<file path="config.mk">
export PLATFORM = sky130hd
export DESIGN_NAME = axis_traffic_gen_flat
export DESIGN_NICKNAME = d
export VERILOG_FILES = /design/src/rtl/axi4_pkg.sv /design/src/rtl/axi_stream_interface.sv /design/src/rtl/axis_traffic_gen.sv /design/src/flat_wrapper.sv
export SDC_FILE = /design/constraint.sdc
export NUM_CORES = 1
export LEC_CHECK = 0
export CORE_UTILIZATION = 35
export DETAILED_ROUTE_END_ITERATION = 10
export MAX_ROUTING_LAYER = met4
export PLACE_DENSITY = 0.65
export SETUP_SLACK_MARGIN = 0.2
export SYNTH_ARGS = -nofsm -noshare
export SYNTH_HDL_FRONTEND = slang
export SYNTH_SLANG_ARGS = --single-unit
</file>
<file path="constraint.sdc">
create_clock -name CLK -period 2.5 [get_ports CLK]
set_input_delay 0.25 -clock CLK [delete_from_list [all_inputs] [get_ports CLK]]
set_output_delay 0.25 -clock CLK [all_outputs]
set_load 0.02 [all_outputs]
</file>
<file path="src/rtl/axi4_pkg.sv">
// Shared AXI4 / AXI4-Stream types, constants and helpers for the stream
// generators and checkers.
package axi4_pkg;

  localparam int unsigned AXIS_DATA_W = 64;
  localparam int unsigned AXIS_KEEP_W = AXIS_DATA_W / 8;
  localparam int unsigned AXIS_ID_W   = 4;
  localparam int unsigned AXIS_DEST_W = 4;
  localparam int unsigned AXIS_USER_W = 1;

  typedef logic [AXIS_DATA_W-1:0] axi_data_t;
  typedef logic [AXIS_KEEP_W-1:0] axi_keep_t;
  typedef logic [AXIS_ID_W-1:0]   axi_id_t;
  typedef logic [AXIS_DEST_W-1:0] axi_dest_t;
  typedef logic [AXIS_USER_W-1:0] axi_user_t;

  // All bytes of a beat valid.
  localparam axi_keep_t AXIS_KEEP_ALL = '1;

  // Traffic generator control states.
  typedef enum logic [1:0] {
    AXIS_GEN_IDLE = 2'd0,
    AXIS_GEN_SEND = 2'd1,
    AXIS_GEN_GAP  = 2'd2
  } axis_gen_state_t;

  // Deterministic payload: seed + (pkt << 16) + beat, 64-bit wraparound.
  // Indices are zero-extended, so generators and sinks agree bit-for-bit.
  function automatic axi_data_t axis_gen_pattern(input axi_data_t   seed,
                                                 input logic [31:0] pkt,
                                                 input logic [31:0] beat);
    axi_data_t pkt_ext;
    axi_data_t beat_ext;
    pkt_ext  = {32'd0, pkt};
    beat_ext = {32'd0, beat};
    return seed + (pkt_ext << 16) + beat_ext;
  endfunction

endpackage

</file>
<file path="src/rtl/axi_stream_interface.sv">
// AXI4-Stream bundle with master and slave views.
interface axi_stream_interface;
  import axi4_pkg::*;

  logic      tvalid;
  logic      tready;
  axi_data_t tdata;
  axi_keep_t tkeep;
  axi_keep_t tstrb;
  logic      tlast;
  axi_id_t   tid;
  axi_dest_t tdest;
  axi_user_t tuser;

  modport master (
    output tvalid, tdata, tkeep, tstrb, tlast, tid, tdest, tuser,
    input  tready
  );

  modport slave (
    input  tvalid, tdata, tkeep, tstrb, tlast, tid, tdest, tuser,
    output tready
  );

endinterface

</file>
<file path="src/rtl/axis_traffic_gen.sv">
// AXI4-Stream burst generator: on start, sends cfg_pkts+1 packets of
// cfg_beats+1 beats with a deterministic payload, optional idle gaps
// between packets and a configurable tkeep on each packet's last beat.
module axis_traffic_gen
  import axi4_pkg::*;
#(
  parameter int unsigned ID    = 0,
  parameter logic [63:0] SEED  = 64'hdeadbeef00000000,
  parameter int unsigned CNT_W = 8
) (
  input  logic             CLK,
  input  logic             RST_N,
  input  logic             start,
  input  axi_dest_t        dest,
  input  logic [CNT_W-1:0] cfg_beats,
  input  logic [CNT_W-1:0] cfg_pkts,
  input  logic [CNT_W-1:0] cfg_gap,
  input  axi_keep_t        cfg_last_keep,
  axi_stream_interface.master axis,
  output logic             busy,
  output logic             done,
  output logic [CNT_W-1:0] pkt_cnt
);

  localparam logic [CNT_W-1:0] CNT_ONE = {{(CNT_W-1){1'b0}}, 1'b1};

  axis_gen_state_t  state_q,     state_d;
  logic [CNT_W-1:0] beat_idx_q,  beat_idx_d;
  logic [CNT_W-1:0] pkt_idx_q,   pkt_idx_d;
  logic [CNT_W-1:0] gap_cnt_q,   gap_cnt_d;
  logic [CNT_W-1:0] pkt_cnt_q,   pkt_cnt_d;
  logic             done_q,      done_d;
  axi_dest_t        dest_q,      dest_d;
  logic [CNT_W-1:0] beats_q,     beats_d;
  logic [CNT_W-1:0] pkts_q,      pkts_d;
  logic [CNT_W-1:0] gap_q,       gap_d;
  axi_keep_t        last_keep_q, last_keep_d;

  logic send_w;
  logic last_w;
  logic hs_w;

  // Output decode uses registered state only; tready never reaches an output.
  assign send_w = (state_q == AXIS_GEN_SEND);
  assign last_w = send_w && (beat_idx_q == beats_q);
  assign hs_w   = send_w && axis.tready;

  // Next-state, counter and config-latch logic.
  always_comb begin
    state_d     = state_q;
    beat_idx_d  = beat_idx_q;
    pkt_idx_d   = pkt_idx_q;
    gap_cnt_d   = gap_cnt_q;
    pkt_cnt_d   = pkt_cnt_q;
    done_d      = 1'b0;
    dest_d      = dest_q;
    beats_d     = beats_q;
    pkts_d      = pkts_q;
    gap_d       = gap_q;
    last_keep_d = last_keep_q;

    unique case (state_q)
      AXIS_GEN_IDLE: begin
        if (start) begin
          state_d    = AXIS_GEN_SEND;
          dest_d     = dest;
          beats_d    = cfg_beats;
          pkts_d     = cfg_pkts;
          gap_d      = cfg_gap;
          // Resolve the "0 means full beat" encoding once, at latch time.
          last_keep_d = (cfg_last_keep == '0) ? AXIS_KEEP_ALL : cfg_last_keep;
          pkt_cnt_d  = '0;
          pkt_idx_d  = '0;
          beat_idx_d = '0;
        end
      end

      AXIS_GEN_SEND: begin
        if (hs_w) begin
          if (last_w) begin
            pkt_cnt_d  = pkt_cnt_q + CNT_ONE;
            pkt_idx_d  = pkt_idx_q + CNT_ONE;
            beat_idx_d = '0;
            // Terminal compare uses the pre-increment index so a full
            // 2^CNT_W-packet burst ends before the counter wraps.
            if (pkt_idx_q == pkts_q) begin
              state_d = AXIS_GEN_IDLE;
              done_d  = 1'b1;
            end else if (gap_q != '0) begin
              state_d   = AXIS_GEN_GAP;
              gap_cnt_d = gap_q - CNT_ONE;
            end
          end else begin
            beat_idx_d = beat_idx_q + CNT_ONE;
          end
        end
      end

      AXIS_GEN_GAP: begin
        if (gap_cnt_q == '0) begin
          state_d = AXIS_GEN_SEND;
        end else begin
          gap_cnt_d = gap_cnt_q - CNT_ONE;
        end
      end

      default: begin
        state_d = AXIS_GEN_IDLE;
      end
    endcase
  end

  // State and counter registers with synchronous active-low reset.
  always_ff @(posedge CLK) begin
    if (!RST_N) begin
      state_q     <= AXIS_GEN_IDLE;
      beat_idx_q  <= '0;
      pkt_idx_q   <= '0;
      gap_cnt_q   <= '0;
      pkt_cnt_q   <= '0;
      done_q      <= 1'b0;
      dest_q      <= '0;
      beats_q     <= '0;
      pkts_q      <= '0;
      gap_q       <= '0;
      last_keep_q <= '0;
    end else begin
      state_q     <= state_d;
      beat_idx_q  <= beat_idx_d;
      pkt_idx_q   <= pkt_idx_d;
      gap_cnt_q   <= gap_cnt_d;
      pkt_cnt_q   <= pkt_cnt_d;
      done_q      <= done_d;
      dest_q      <= dest_d;
      beats_q     <= beats_d;
      pkts_q      <= pkts_d;
      gap_q       <= gap_d;
      last_keep_q <= last_keep_d;
    end
  end

  // Payload fields depend only on registered indices, so they hold steady
  // while a beat is stalled.
  assign axis.tvalid = send_w;
  assign axis.tlast  = last_w;
  assign axis.tdata  = axis_gen_pattern(SEED, 32'(pkt_idx_q), 32'(beat_idx_q));
  assign axis.tkeep  = last_w ? last_keep_q : AXIS_KEEP_ALL;
  assign axis.tstrb  = last_w ? last_keep_q : AXIS_KEEP_ALL;
  assign axis.tid    = axi_id_t'(ID);
  assign axis.tdest  = dest_q;
  assign axis.tuser  = '0;

  assign busy    = (state_q != AXIS_GEN_IDLE);
  assign done    = done_q;
  assign pkt_cnt = pkt_cnt_q;

endmodule
</file>
<file path="src/flat_wrapper.sv">
// flat-port wrapper written by rule: the top's interface ports become plain ports
module axis_traffic_gen_flat import axi4_pkg::*;
#(
  parameter int unsigned ID    = 0,
  parameter logic [63:0] SEED  = 64'hdeadbeef00000000,
  parameter int unsigned CNT_W = 8
)
  (CLK, RST_N, start, dest, cfg_beats, cfg_pkts, cfg_gap, cfg_last_keep, busy, done, pkt_cnt, axis_tvalid, axis_tdata, axis_tkeep, axis_tstrb, axis_tlast, axis_tid, axis_tdest, axis_tuser, axis_tready);
  axi_stream_interface axis_i ();
  input  logic CLK;
  input  logic RST_N;
  input  logic start;
  input  axi_dest_t dest;
  input  logic [CNT_W-1:0] cfg_beats;
  input  logic [CNT_W-1:0] cfg_pkts;
  input  logic [CNT_W-1:0] cfg_gap;
  input  axi_keep_t cfg_last_keep;
  output logic busy;
  output logic done;
  output logic [CNT_W-1:0] pkt_cnt;
  output wire logic [$bits(axis_i.tvalid)-1:0] axis_tvalid;
  output wire logic [$bits(axis_i.tdata)-1:0] axis_tdata;
  output wire logic [$bits(axis_i.tkeep)-1:0] axis_tkeep;
  output wire logic [$bits(axis_i.tstrb)-1:0] axis_tstrb;
  output wire logic [$bits(axis_i.tlast)-1:0] axis_tlast;
  output wire logic [$bits(axis_i.tid)-1:0] axis_tid;
  output wire logic [$bits(axis_i.tdest)-1:0] axis_tdest;
  output wire logic [$bits(axis_i.tuser)-1:0] axis_tuser;
  input wire logic [$bits(axis_i.tready)-1:0] axis_tready;
  assign axis_tvalid = axis_i.tvalid;
  assign axis_tdata = axis_i.tdata;
  assign axis_tkeep = axis_i.tkeep;
  assign axis_tstrb = axis_i.tstrb;
  assign axis_tlast = axis_i.tlast;
  assign axis_tid = axis_i.tid;
  assign axis_tdest = axis_i.tdest;
  assign axis_tuser = axis_i.tuser;
  assign axis_i.tready = axis_tready;
  axis_traffic_gen #(.ID(ID), .SEED(SEED), .CNT_W(CNT_W)) u_core (.CLK(CLK), .RST_N(RST_N), .start(start), .dest(dest), .cfg_beats(cfg_beats), .cfg_pkts(cfg_pkts), .cfg_gap(cfg_gap), .cfg_last_keep(cfg_last_keep), .axis(axis_i), .busy(busy), .done(done), .pkt_cnt(pkt_cnt));
endmodule
</file>
# [Word level (Yosys, flattened, before mapping)]
# Cells that the tools add are included.
[word_totals] regBits=71 inputBits=40 output_inout_bits=101 wordCells=71
[op_classes] add_sub_neg=7 n_eq_ne=12 n_mux=26 n_reduce_logical=15
[ops] op="8-bit two-way mux" count=14
[ops] op="63-bit by 25-bit adder with 64-bit output (first input constant)" count=1
[ops] op="64-bit by 8-bit adder with 64-bit output" count=1
[ops] op="8-bit one-hot mux with 2 select lines" count=4
[ops] op="8-bit by 1-bit adder with 8-bit output (second input constant)" count=3
[ops] op="8-bit == test" count=2
[ops] op="8-bit logical NOT" count=2
[ops] op="8-bit by 1-bit subtractor with 8-bit output (second input constant)" count=2
[ops] op="2-bit two-way mux" count=6
[ops] op="2-bit inequality test (second input constant)" count=6
[ops] op="4-bit AND reduction" count=2
[ops] op="8-bit nonzero test" count=1
[ops] op="2-bit one-hot mux with 3 select lines" count=1
[ops] op="6-bit AND reduction" count=1
[ops] op="2-bit nonzero test" count=3
[ops] op="5-bit AND reduction" count=1
[ops] op="3-bit inequality test (second input constant)" count=1
[ops] op="3-bit AND reduction" count=1
[ops] op="2-bit by 1-bit == test with 1-bit output (second input constant)" count=1
[ops] op="2-bit == test (second input constant)" count=1
[ops] op="1-bit logical AND" count=2
[ops] op="2-bit logical NOT" count=1
[ops] op="2-bit by 1-bit inequality test with 1-bit output (second input constant)" count=1
[ops] op="2-bit AND reduction" count=1
[ops] op="1-bit two-way mux" count=1

# [Depth between registers and ports, before layout]
[depth] word_depth=6 depth_mapped=8 mapped_depth_nobuf=8

# [Worst setup path before layout]
# Ideal clock, no wire load.
[synth_timing] path_type="flip-flop to output port" startpoint="register u_core.beat_idx_q[3]" endpoint="output axis_tstrb[0]" t_arrival_ns=2.297 t_required_ns=2.250 slack_ns=-0.047 path_stages_with_launch=6 path_buffers=1 cell_sequence="dfxtp_1 xnor2_1 nand4_1 nor4_2 nand2b_1 buf_4"
[synth_between] elab_chain_len=3
[synth_rtl] item="start: declaration" line_no="axis_traffic_gen.sv:28" rtl="logic [CNT_W-1:0] beat_idx_q, beat_idx_d;"
[synth_rtl] item="start signal: assignment" line_no="axis_traffic_gen.sv:129" rtl="beat_idx_q <= beat_idx_d;"
[synth_rtl] item="8-bit == test" line_no="axis_traffic_gen.sv:45" rtl="assign last_w = send_w && (beat_idx_q == beats_q);"
[synth_rtl] item="1-bit logical AND" line_no="axis_traffic_gen.sv:45"
[synth_rtl] item="net axis_tlast" line_no="flat_wrapper.sv:25" rtl="output wire logic [$bits(axis_i.tlast)-1:0] axis_tlast;"
[synth_rtl] item="8-bit two-way mux"
[synth_rtl] item="end: declaration" line_no="flat_wrapper.sv:24" rtl="output wire logic [$bits(axis_i.tstrb)-1:0] axis_tstrb;"
# The timed path passes the listed nets, and every way through them passes these cells.

# [Worst setup path in the final report]
[layout_timing] startpoint="register u_core.beat_idx_q[7]" endpoint="output axis_tkeep[0]"
[layout_between] elab_chain_len=3
[layout_rtl] item="8-bit == test" line_no="axis_traffic_gen.sv:45"
[layout_rtl] item="1-bit logical AND" line_no="axis_traffic_gen.sv:45"
[layout_rtl] item="8-bit two-way mux" line_no="axis_traffic_gen.sv:147" rtl="assign axis.tkeep = last_w ? last_keep_q : AXIS_KEEP_ALL;"
[layout_rtl] item="end: declaration" line_no="flat_wrapper.sv:23" rtl="output wire logic [$bits(axis_i.tkeep)-1:0] axis_tkeep;"
# Every way passes these cells.

==> run metrics <==
status=completed; worst skew pair latency=roughly 0.36 ns; Final Slew Violations=0; Final Power=around 3.0 mW; largest net degree at the start of global routing=23; final hold vios=0; Vias=around 3300; DRC Markers=0; PwrDens=604 nW/um2; Ant. Diodes=0; post-route ant nets=0; Lkg Pwr=between 1.5 and 2 nW; nets@finish=around 600; Post-synth EDFFs=0; Tmin final=roughly 2.2 ns; Required @ worst endpoint=around 2.3 ns; hold buffer count at cts=0; Max Fanout on Critical Path=9; sw frac=29.5%; Main synth FF type=dfxtp_1; Synth Register Bits=slightly above 70; Seq pwr share=approximately two fifths; Die Ht=107 um; Mapped Avg Cell Area=8.23 um2; synth unique cells=between 50 and 60; Comb power frac=roughly a fifth; setup ws final=0.273 ns; most common cell after layout, fill and taps aside=nand2_1; Syn Inst Count=~470; Std-Cell Rows=37; initial antenna violation count=0; TNS Setup=0 ns; IO Pins=141; vias in the first global route=3050; Internal Pwr Total=about 2.1 mW; CP max stage cell=dfxtp_1; final instance area=around 4900 um2; Max stage delay on crit path=roughly 0.40 ns; max_cap viols=0; HP Class=in2reg; routed wire length=around 9100 um; post-synthesis sequential area ratio=37.0%; I/O Buffers=87; CP arrival=around 2 ns; Clock Skew=~0.013 ns; Layout area overhead=28.8%; Placed Area=4680 um2; clock network power share=approximately two fifths; CTS H-tree lvls=3; pre-CTS setup slack=roughly 0.19 ns; Initial Utilization=between 30% and 40%; CP endpoint kind=output port; TritonCTS clock tree=done; post-layout util=47.2%; Psw=between 0.8 and 0.9 mW; die area=~11000 um2; first-pass GRT wire length=14600 um; global route overflow=0; Die Width=107 um; Pre-Repair DR Iteration Count=4; Setup CP Type=reg2out; synth warn=0; Final setup viols=0; Detailed Place HPWL=between 6000 and 7000 um; total CTS buffers=9; critical path, cell by cell=xnor2_1 > nand2_1 > nor4_4 > buf_6 > nand2b_1 > dlygate4sd2_1; Final Cycle Share=between 80 and 90%; Max Root-Sink Buffers=2; Peak VDD IR=about 330 uV; Tightest Pin Transition=a little over 0.6 ns; Core ar.=between 10000 and 15000 um2; layout cells sized above 1=12.0%; DR WL/cell=roughly 13 um; RSZ-0062 raised after global routing=false; GRT Total Usage=roughly 17%; GPL Wtd Cong=0.912; Clk pin slew, worst setup/hold paths=roughly 0.090 ns; headroom to the max-slew limit=roughly three fifths; clock root buffer=clkbuf_8; most frequent cells in the layout=nand2_1, clkdlybuf4s50_1, dfxtp_1; asr flop ratio synth=0%; Sink Count=between 70 and 80; CP Launch Type=flop; Fmax achieved=449 MHz; Initial DRC Count=117; Mapped Area=about 3800 um2; vias per cell=4.78
-- critical path: cells and delay by family (launching register included) --
family	cells	cell delay [ns]
xor gates and xnor gates	1	0.14
DFF	1	0.40
and+or+nand+nor	3	0.58
buffers and inverters	2	0.50
-- power by group through the flow --
stage | clock network [mW] | registers, mW | logic (mW)
global route | 1.23 | 1.24 | 0.659
global placement | 0 | 1.25 | 0.604
detailed placement | 0 | 1.25 | 0.609
finish | 1.16 | 1.23 | 0.603
floorplan | 0 | 1.25 | 0.455
CTS | 1.18 | 1.23 | 0.601
-- Yosys cell counts (3+ instances only) --
cell / instances / area (um2)
nand4_1: 5 / 31.3
a21oi_1: 40 / 200
ha_1: 4 / 50.1
nor4_1: 6 / 37.5
xnor2_1: 16 / 140
nand3_1: 5 / 25.0
mux2i_1: 9 / 90.1
clkbuf_1: 17 / 63.8
xor2_1: 16 / 140
buf_4: 61 / 458
nand2b_1: 9 / 56.3
nor3_2: 4 / 40.0
o221a_2: 7 / 78.8
and2_1: 3 / 18.8
or3_1: 4 / 25.0
nand2_1: 79 / 297
inv_1: 6 / 22.5
nor3_1: 9 / 45.0
and3_1: 7 / 43.8
o22ai_1: 3 / 18.8
dfxtp_1: 71 / 1420
o21ai_0: 9 / 45.0
nor2_1: 31 / 116
-- worst paths after layout --
check                                          start  cells past startpoint              endpoint  slack, ns
worst max-delay path            u_core.beat_idx_q[7]                      6         axis_tkeep[0]       0.27
worst min-delay path                         dest[2]                      3  u_core.axis.tdest[2]       0.43
worst max register to register     u_core.state_q[1]                      8   u_core.gap_cnt_q[6]       0.36
worst min register to register  u_core.axis.tdest[3]                      2  u_core.axis.tdest[3]       0.46
-- per-layer routing --
layer / global-route usage (%) / part of all wire, % / vias to the layer above
met5: - / 0 / -
li1: - / - / 1657
met4: 5.28 / 1.1 / 0
met1: 19.4 / 44 / 1544
met2: 28.5 / 49 / 120
met3: 3.71 / 6.0 / 8
-- state kept, by name (all words and copies together) (netlist names), 2 cells and up --
| name | cells |
|---|---|
| u_core.axis.tdest | 4 |
| u_core.beat_idx_q | 8 |
| u_core.beats_q | 8 |
| u_core.gap_cnt_q | 8 |
| u_core.gap_q | 8 |
| u_core.last_keep_q | 8 |
| u_core.pkt_cnt | 8 |
| u_core.pkt_idx_q | 8 |
| u_core.pkts_q | 8 |
| u_core.state_q | 2 |
-- cells by family (layout without fill, tap and decap cells) --
group	Yosys count	in the layout	share of synthesized area, %
compound gates	80	80	13.3
xor+xnor	32	32	7.30
fa+ha+maj	4	4	1.30
buf+inv	88	131	15.0
flops	71	71	37.0
mux	10	10	2.64
other cells	2	53	0.196
simple gates	179	179	23.2
-- what timing repair did --
action,in CTS,in global routing
setup endpoints to repair,18,23
buffers inserted,1,0
gates resized for setup,19,10
pin swaps,1,2
-- cell type report --
type,count,area [um2]
clock buffers,9,124
fillers,1035,5520
flip-flops and latches,71,1430
repair buffers,109,1020
multi-input cells,358,2050
clock inverters,7,128
well taps,136,170
inverters,6,22.5
-- stage by stage --
step,hold slack [ns],std cells
6_report,0.433,696
5_1_grt,0.437,696
4_1_cts,0.423,696
3_5_place_dp,0.446,679
3_3_place_gp,0.443,679
2_1_floorplan,0.386,517
(Power assumes the default switching activity.)
